==> config.mk <==
export PLATFORM = sky130hd
export DESIGN_NAME = itch_msg_ctrl
export DESIGN_NICKNAME = d
export VERILOG_FILES = /design/src/rtl/itch_msg_ctrl.sv
export SDC_FILE = /design/constraint.sdc
export NUM_CORES = 1
export LEC_CHECK = 0
export ABC_AREA = 1
export CAP_MARGIN = 20
export CELL_PAD_IN_SITES_DETAIL_PLACEMENT = 1
export CELL_PAD_IN_SITES_GLOBAL_PLACEMENT = 2
export CORE_ASPECT_RATIO = 0.5
export CORE_UTILIZATION = 30
export DETAILED_ROUTE_END_ITERATION = 16
export PLACE_DENSITY_LB_ADDON = 0.1
export RECOVER_POWER = 50
export REMOVE_ABC_BUFFERS = 1
export SLEW_MARGIN = 20
export SYNTH_ARGS = -nofsm -noshare
export SYNTH_HDL_FRONTEND = slang
export SYNTH_SLANG_ARGS = --single-unit
==> constraint.sdc <==
create_clock -name clk -period 2.05 [get_ports clk]
set_input_delay 0.205 -clock clk [delete_from_list [all_inputs] [get_ports clk]]
set_output_delay 0.205 -clock clk [all_outputs]
set_load 0.1 [all_outputs]
==> src/rtl/itch_msg_ctrl.sv <==
// Beat sequencer for the ITCH message assembly buffer: steers MoldUDP64 beats into
// the 7-slot storage, detects completion and holds the message for the decoder.
module itch_msg_ctrl #(
  parameter int AXI_DATA_W = 64,
  parameter int AXI_KEEP_W = AXI_DATA_W / 8,
  parameter int MSG_MAX_B  = 50,
  parameter int CNT_MAX    = 7,
  parameter int MLEN_W     = 16,
  parameter int BCNT_W     = MLEN_W - $clog2(AXI_KEEP_W)
) (
  input  logic              clk,
  input  logic              nreset,
  input  logic              mold_v_i,
  input  logic              mold_start_i,
  input  logic [MLEN_W-1:0] mold_len_i,
  output logic              mold_ready_o,
  output logic [CNT_MAX-1:0] slot_en_o,
  output logic [2:0]        slot_cnt_o,
  output logic              msg_v_o,
  output logic [MLEN_W-1:0] msg_len_o,
  input  logic              msg_ready_i,
  output logic              err_len_o,
  output logic              err_trunc_o
);

  localparam int LOG2_KEEP = $clog2(AXI_KEEP_W);
  localparam int EXP_W     = BCNT_W + 1;

  typedef enum logic [1:0] {IDLE, RECV, DONE, DROP} state_t;

  state_t              state;
  logic [BCNT_W-1:0]   bcnt;
  logic [BCNT_W-1:0]   bcnt_nxt;
  logic [EXP_W-1:0]    exp_beats;
  logic [EXP_W-1:0]    exp_new;
  logic [EXP_W-1:0]    bcnt_inc;
  logic [MLEN_W:0]     exp_sum;
  logic                acc;
  logic                len_bad;
  logic                last_beat;
  logic [CNT_MAX-1:0]  slot_hit;

  assign mold_ready_o = (state != DONE) | msg_ready_i;
  assign acc          = mold_v_i & mold_ready_o;
  assign len_bad      = (mold_len_i == '0) | (mold_len_i > MLEN_W'(MSG_MAX_B));

  // Beat count of the new message, one extra bit so a 65535-byte length cannot wrap.
  assign exp_sum   = {1'b0, mold_len_i} + (MLEN_W + 1)'(AXI_KEEP_W - 1);
  assign exp_new   = EXP_W'(exp_sum >> LOG2_KEEP);
  assign bcnt_inc  = {1'b0, bcnt} + EXP_W'(1);
  assign last_beat = (bcnt_inc == exp_beats);
  assign bcnt_nxt  = (&bcnt) ? bcnt : bcnt + BCNT_W'(1);

  for (genvar gi = 0; gi < CNT_MAX; gi++) begin : g_slot
    assign slot_hit[gi] = (bcnt == BCNT_W'(gi));
  end

  // Write enables follow the accepted beat combinationally; forced low while in reset.
  always_comb begin
    slot_en_o = '0;
    if (nreset && acc) begin
      if (mold_start_i) begin
        slot_en_o[0] = ~len_bad;
      end else if (state == RECV) begin
        slot_en_o = slot_hit;
      end
    end
  end

  always_ff @(posedge clk or negedge nreset) begin
    if (!nreset) begin
      state       <= IDLE;
      bcnt        <= '0;
      exp_beats   <= '0;
      msg_v_o     <= 1'b0;
      msg_len_o   <= '0;
      slot_cnt_o  <= '0;
      err_len_o   <= 1'b0;
      err_trunc_o <= 1'b0;
    end else begin
      err_len_o   <= 1'b0;
      err_trunc_o <= 1'b0;
      if (acc && mold_start_i) begin
        // A start beat is handled identically in every state; only RECV reports truncation.
        exp_beats   <= exp_new;
        err_trunc_o <= (state == RECV);
        if (len_bad) begin
          err_len_o  <= 1'b1;
          msg_v_o    <= 1'b0;
          slot_cnt_o <= '0;
          if (exp_new > EXP_W'(1)) begin
            state <= DROP;
            bcnt  <= BCNT_W'(1);
          end else begin
            state <= IDLE;
            bcnt  <= '0;
          end
        end else begin
          bcnt       <= BCNT_W'(1);
          msg_len_o  <= mold_len_i;
          slot_cnt_o <= 3'd1;
          if (exp_new == EXP_W'(1)) begin
            state   <= DONE;
            msg_v_o <= 1'b1;
          end else begin
            state   <= RECV;
            msg_v_o <= 1'b0;
          end
        end
      end else begin
        case (state)
          RECV: begin
            if (acc) begin
              bcnt       <= bcnt_nxt;
              slot_cnt_o <= bcnt_nxt[2:0];
              if (last_beat) begin
                state   <= DONE;
                msg_v_o <= 1'b1;
              end
            end
          end
          DONE: begin
            if (msg_ready_i) begin
              state   <= IDLE;
              msg_v_o <= 1'b0;
            end
          end
          DROP: begin
            if (acc) begin
              bcnt <= bcnt_nxt;
              if (last_beat) begin
                state      <= IDLE;
                slot_cnt_o <= bcnt_nxt[2:0];
              end
            end
          end
          default: ;
        endcase
      end
    end
  end

endmodule

==> results of run 1 <==
## through the flow
step	std cells	setup WS, ps	total power [mW]	util [%]	cell area [um^2]
after floorplan	507	-2220	2.92	-	3330
after global placement	798	-303	4.09	45.4	4800
after detailed placement	798	-327	4.15	45.4	4800
after CTS	818	-148	5.37	50.0	5290
after global routing	824	-253	5.92	51.5	5450
final	824	-146	5.54	51.5	5450
## metal layers
metal / vias up / share of wire (%) / track usage [%]
met5: - / 0 / 0
met4: 0 / 0.66 / 3.78
met3: 10 / 4.4 / 4.64
met2: 66 / 45 / 38.6
met1: 1899 / 50 / 32.3
li1: 1982 / - / -
## cells in the final DEF (no fill, tap or decap), types with 2 or more instances in the layout
cell / synthesis / layout
a21oi_1: 6 / 6
buf_12: 0 / 10
buf_4: 1 / 118
buf_6: 0 / 7
clkbuf_1: 1 / 8
clkbuf_16: 0 / 5
clkbuf_2: 0 / 2
clkdlybuf4s50_1: 0 / 18
clkinvlp_4: 0 / 2
dfrtp_1: 51 / 47
dfrtp_2: 0 / 4
ha_1: 4 / 2
ha_4: 0 / 2
inv_1: 75 / 66
inv_2: 4 / 12
nand2_1: 176 / 152
nand2_2: 4 / 19
nand2_4: 0 / 9
nand3_1: 55 / 42
nand3_2: 6 / 14
nand3_4: 0 / 5
nand3b_1: 4 / 4
nand4_1: 13 / 13
nor2_1: 48 / 34
nor2_2: 4 / 13
nor2_4: 2 / 9
nor3_1: 9 / 4
nor3_2: 1 / 5
o21ai_0: 24 / 24
o21ai_1: 7 / 5
o21ai_2: 0 / 2
o22ai_1: 8 / 7
## synthesized netlist by cell type
cell and number:
nor3_2 1, clkbuf_1 1, nand3_1 55, nor2_2 4
a31oi_1 1, nor2_4 2, nor3_1 9, mux2_2 1
nand3_2 6, xor2_1 1, o21ai_0 24, buf_4 1
a22oi_1 1, inv_1 75, ha_1 4, o21ai_1 7
dfrtp_1 51, nor2_1 48, nand3b_1 4, inv_2 4
nor4_1 1, nor2_8 1, nand2_2 4, nand4_1 13
a21oi_1 6, o22ai_1 8, nand2_1 176, buf_2 6
## power groups by stage
stage          registers (mW)  clock network [mW]  logic (mW)
2_1_floorplan            1.71                   0        1.21
3_3_place_gp             1.42                   0        2.67
3_5_place_dp             1.43                   0        2.72
4_1_cts                  1.44               0.898        3.04
5_1_grt                  1.48               0.935        3.50
6_report                 1.45               0.866        3.22
## cell type report
type | instances | area (um^2)
timing repair buffer | 167 | 1430
inverter | 79 | 299
sequential | 51 | 1280
multi-input combinational | 379 | 2120
fill | 1339 | 5120
clock buffer | 5 | 125
clock inverter | 3 | 20.0
tap | 140 | 175
## registers in the layout (all words and copies together) (netlist names)
register and count:
bcnt 13, err_len_o 1, err_trunc_o 1, exp_beats 14, msg_len_o 16, msg_v_o 1, slot_cnt_o 3, state 2
## how the worst min path moves through the flow
stage,from,end,slack (ps),cells after the start
floorplan,nreset,bcnt[0]$_DFFE_PN0P_,-90,0
global placement,nreset,bcnt[1]$_DFFE_PN0P_,260,2
detailed placement,nreset,bcnt[1]$_DFFE_PN0P_,260,2
CTS,nreset,exp_beats[6]$_DFFE_PN0P_,320,3
global route,msg_v_o$_DFFE_PN0P_,msg_v_o$_DFFE_PN0P_,500,2
finish,msg_len_o[11]$_DFFE_PN0P_,msg_len_o[11]$_DFFE_PN0P_,470,2
## worst reg2reg max path: cells and delay by family, from the launching register on
family / cells / cell delay, ps
flip-flops: 1 / 390
buffers and inverters: 3 / 360
AND/OR/NAND/NOR: 12 / 1270
## what timing repair did
item	4_1_cts	5_1_grt
pin swaps	25	25
resized for setup	66	41
hold buffers	1	0
endpoints found under the hold margin	6	0
endpoints found under the setup margin	26	20
gates cloned	2	0
setup buffers	9	6
## kinds of logic after synthesis
kind of cell | count (synthesis)
compound gates | 47
xor+xnor | 1
fa+ha+maj | 4
buf+inv | 87
flops | 51
mux | 1
simple gates | 324
==> results.yml, run 1 <==
outcome:
  status: "finished with violations"
  violations: "negative setup slack"
global_route:
  grt_pass1_vias: 4117
  grt_max_degree: 46
  grt_pass1_wl_mm: 21.4
  antenna_found_initial: 0
  track_usage_pct: 23.5
  gr-total-overflow: 0
floorplanning:
  core_mm2: 0.0106
  fp.dieH_um: 77.0
  die_w_um: 152
  rows: 26
  io_pins: 51
  dieArea_mm2: 0.0117
  start_util_pct: 31.9
setup_path:
  cp_top_family: "buffers and inverters"
  cp_num_cells: 8
  crit_path_max_fanout: 5
  slowest_stage: "clkdlybuf4s50_1"
  cp-startpoint: "mold_len_i[12]"
  reg2reg_to: "state[1]$_DFFE_PN0P_"
  rrSetupSlack_ps: -40
  crit_required_ps: 1850
  crit_path_cell_trace: "clkdlybuf4s50_1, inv_1, nand3_1, nor4_1, nand3_2, o22ai_2, buf_4, buf_12"
  reg2reg_depth: 15
  start_kind: "primary input"
  arrival_ps: 1990
  endpoint_kind: "output port"
  crit_buf_inv: 4
  r2r_start: "bcnt[6]$_DFFE_PN0P_"
  slowest_delay_ps: 480
  path_class: "primary input to output port"
  crit_end: "slot_en_o[0]"
sta:
  slew_headroom_pct: 15.7
  setup_viol: 11
  period_needed_ps: 2200
  max_freq_mhz: 455
  fin_worst_skew_ps: 4.37
  setup_tns_ps: -668
  timing.final.ws_setup_ps: -146
  period_share_pct: 107
  drv_slew: 0
  finalHoldViolations: 0
  rsz0062_at_grt: "true"
  whs_ps: 471
  tightestPinTransition_ps: 1260
route:
  drc: 0
  vias: 3957
  routed_via_density: 4.80
  ant_nets: 0
  wire_per_inst_um: 16.1
  firstDrtPassIters: 4
  dr.first_iter.drc_count: 119
  wl_mm: 13.3
clocking:
  cts_tree: "built"
  clk_latency_ps: 290
  cts_sinks: 51
  cts_made_buffers: 5
  h-tree-depth: 2
  clk_pin_slew_ps: 70
  clockBufferDepth: 2
  root_buffer: "clkbuf_16"
power_and_ir_drop:
  power_switching_mw: 2.59
  ir_drop_uv: 353
  power_switching_share_pct: 46.9
  p_per_area_mw_per_mm2: 1020
  internal_power_mw: 2.94
  clockPowerShare_pct: 15.6
  p_leak_nw: 2.81
  combPwrFrac_pct: 58.1
  pwr-share-seq_pct: 26.2
synth:
  synth_fa_ha_area_share_pct: 1.48
  synth_cells: 515
  synth_xor_area_share_pct: 0.260
  synth.area.mux_share_pct: 0.334
  synth_area_mm2: 0.00337
  ys_seq_area_share_pct: 37.8
  synthSimpleGateAreaFrac_pct: 42.7
  synth_seq_cells: 51
  ys.warnings.count: 0
  yosysTopAreaCell: "dfrtp_1"
  synth_compound_area_share_pct: 7.38
  synth_top_family_by_area: "simple AND/OR/NAND/NOR gates"
  syn_avg_cell_area_um2: 6.55
  synth_area_leaders: "dfrtp_1, nand2_1, inv_1, nand3_1, nor2_1"
  synth_top_area_share_pct: 37.8
  synth_cell_types: 28
finish:
  n_antenna_cell: 0
  drive_gt1_share_pct: 36.0
  area_growth_pct: 61.5
  nets: 708
place:
  gp_congestion: 0.796
  io_buffers: 50
  place_hpwl_mm: 10.0
run:
  drv_cap: 0
hold_path:
  min_path_type: "flop to flop"
Note: power is estimated with default switching activity, not from simulation.
==> run 2: changes to the inputs <==
- CORE_MARGIN: not set -> 5
==> results.yml, run 2 (synthesis results as in run 1) <==
clocking:
  cts_sinks: 51
  cts_made_buffers: 5
  clockBufferDepth: 2
  clk_latency_ps: 290
  cts_tree: "built"
  root_buffer: "clkbuf_16"
  clk_pin_slew_ps: 70
  h-tree-depth: 2
setup_path:
  rrSetupSlack_ps: -150
  start_kind: "flop"
  reg2reg_depth: 16
  slowest_delay_ps: 380
  crit_end: "state[1]$_DFFE_PN0P_"
  cp-startpoint: "bcnt[1]$_DFFE_PN0P_"
  slowest_stage: "dfrtp_1"
  crit_required_ps: 2280
  crit_path_max_fanout: 3
  reg2reg_to: "state[1]$_DFFE_PN0P_"
  arrival_ps: 2430
  endpoint_kind: "flop"
  path_class: "flop to flop"
  crit_buf_inv: 2
  cp_top_family: "simple AND/OR/NAND/NOR gates"
  crit_path_cell_trace: "buf_4, ha_4, nand2_2, buf_4, nand3_1, nand2_2, nand2_1, nor2_2, nand3_1, nor2_1, nand3_1, nor2_4, nor2_1, nor2_1, nand2_1, nand2_1"
  cp_num_cells: 16
  r2r_start: "bcnt[1]$_DFFE_PN0P_"
floorplanning:
  io_pins: 51
  start_util_pct: 30.7
  die_w_um: 160
  rows: 27
  fp.dieH_um: 85.0
  dieArea_mm2: 0.0136
  core_mm2: 0.0110
sta:
  period_needed_ps: 2200
  timing.final.ws_setup_ps: -147
  slew_headroom_pct: 22.0
  rsz0062_at_grt: "true"
  finalHoldViolations: 0
  drv_slew: 0
  period_share_pct: 107
  setup_viol: 12
  fin_worst_skew_ps: 5.71
  tightestPinTransition_ps: 1170
  max_freq_mhz: 455
finish:
  drive_gt1_share_pct: 31.7
  top_register: "msg_len_o"
  area_growth_pct: 56.7
  nets: 708
  stdcell_count: 829
  final_cell_mix: "nand2_1, buf_4, inv_1, nand3_1, dfrtp_1"
  largest_reg_flops: 16
  n_antenna_cell: 0
  fillers: 1408
  finish.utilization_pct: 48.2
  regArea_mm2: 0.00128
  final_area_mm2: 0.00529
  reg_top3: "msg_len_o (16), exp_beats (14), bcnt (13)"
  final_common_cell: "nand2_1"
  multiInputGateArea_mm2: 0.00200
place:
  place_hpwl_mm: 10.1
  pre_cts_ws_ps: -275
  dp.cells: 803
  io_buffers: 50
  placed_area_mm2: 0.00479
  gp_congestion: 0.850
global_route:
  grt_pass1_vias: 4160
  track_usage_pct: 19.8
  grt_pass1_wl_mm: 21.7
  antenna_found_initial: 0
  gr-total-overflow: 0
  grt_max_degree: 42
route:
  drc: 0
  vias: 3931
  wl_mm: 13.2
  routed_via_density: 4.74
  dr.first_iter.drc_count: 148
  wire_per_inst_um: 16.0
  firstDrtPassIters: 4
  ant_nets: 0
power_and_ir_drop:
  ir_drop_uv: 368
  p_leak_nw: 2.72
  p_per_area_mw_per_mm2: 1030
  p_total_mw: 5.47
run:
  drv_cap: 0
hold_path:
  min_path_type: "flop to flop"
outcome:
  status: "finished with violations"
  violations: "negative setup slack"
[run 2: cell count changes in the layout (fill, tap and decap cells not counted), moves of 2 or more]
cell / delta
nand2_4: -6
buf_6: -3
clkbuf_8: +2
nor2_2: -6
nand2_1: +15
nand3_2: -9
nand3_1: +9
nand2_2: -9
nor3_1: -2
clkbuf_2: +14
nor2_1: +7
buf_4: -10
nor3_2: +2
[run 2: how the worst min path moves through the flow]
stage	startpoint	slack, ps	depth (start not counted)	to
after floorplan	nreset	-90	0	bcnt[0]$_DFFE_PN0P_
after global placement	nreset	310	2	exp_beats[6]$_DFFE_PN0P_
after detailed placement	nreset	310	2	exp_beats[6]$_DFFE_PN0P_
after CTS	msg_len_o[9]$_DFFE_PN0P_	480	2	msg_len_o[9]$_DFFE_PN0P_
after global routing	msg_len_o[12]$_DFFE_PN0P_	500	2	msg_len_o[12]$_DFFE_PN0P_
final	msg_len_o[12]$_DFFE_PN0P_	470	2	msg_len_o[12]$_DFFE_PN0P_
[run 2: worst reg2reg max path: cells and delay by family, from the launching register on]
family	cells	cell delay, ps
fa+ha+maj	1	180
buf+inv	2	280
flops	1	380
simple gates	13	1320
[run 2: timing repair]
action,4_1_cts,5_1_grt
resized for setup,47,21
pin swaps,16,11
endpoints found under the hold margin,10,0
gates cloned,2,0
hold buffers,1,0
setup buffers,9,6
endpoints found under the setup margin,28,15
[run 2: metal layers]
metal / global-route usage [%] / vias to the layer above / routed length (um) / share of wire, %
li1: - / 1981 / - / -
met1: 28.0 / 1868 / 6680 / 51
met2: 31.8 / 66 / 5780 / 44
met3: 4.08 / 16 / 568 / 4.3
met4: 3.20 / 0 / 196 / 1.5
met5: 0 / - / 0 / 0
[run 2: metrics by stage]
step           TNS (ps)  hold slack [ps]
2_1_floorplan    -41870            -90.6
3_3_place_gp      -3580              307
3_5_place_dp      -4440              312
4_1_cts            -717              477
5_1_grt           -2800              502
6_report           -974              470
[run 2: power by group]
| group | switching (mW) | internal (mW) |
|---|---|---|
| sequential | 0.203 | 1.24 |
| clock | 0.394 | 0.521 |
| combinational | 1.95 | 1.16 |
[run 2: final cells by class]
type	instances	area share, %
multi-input cells	379	37.9
clock buffers	7	2.89
flip-flops and latches	51	24.2
inverters	79	5.61
repair buffers	167	25.9
well taps	145	3.43
clock inverters	1	0.142
==> run 3: changes to the inputs <==
- GPL_ROUTABILITY_DRIVEN: not set -> 1
==> results of run 3 <==
Final layout, timing and power as in run 2 (identical DEF).
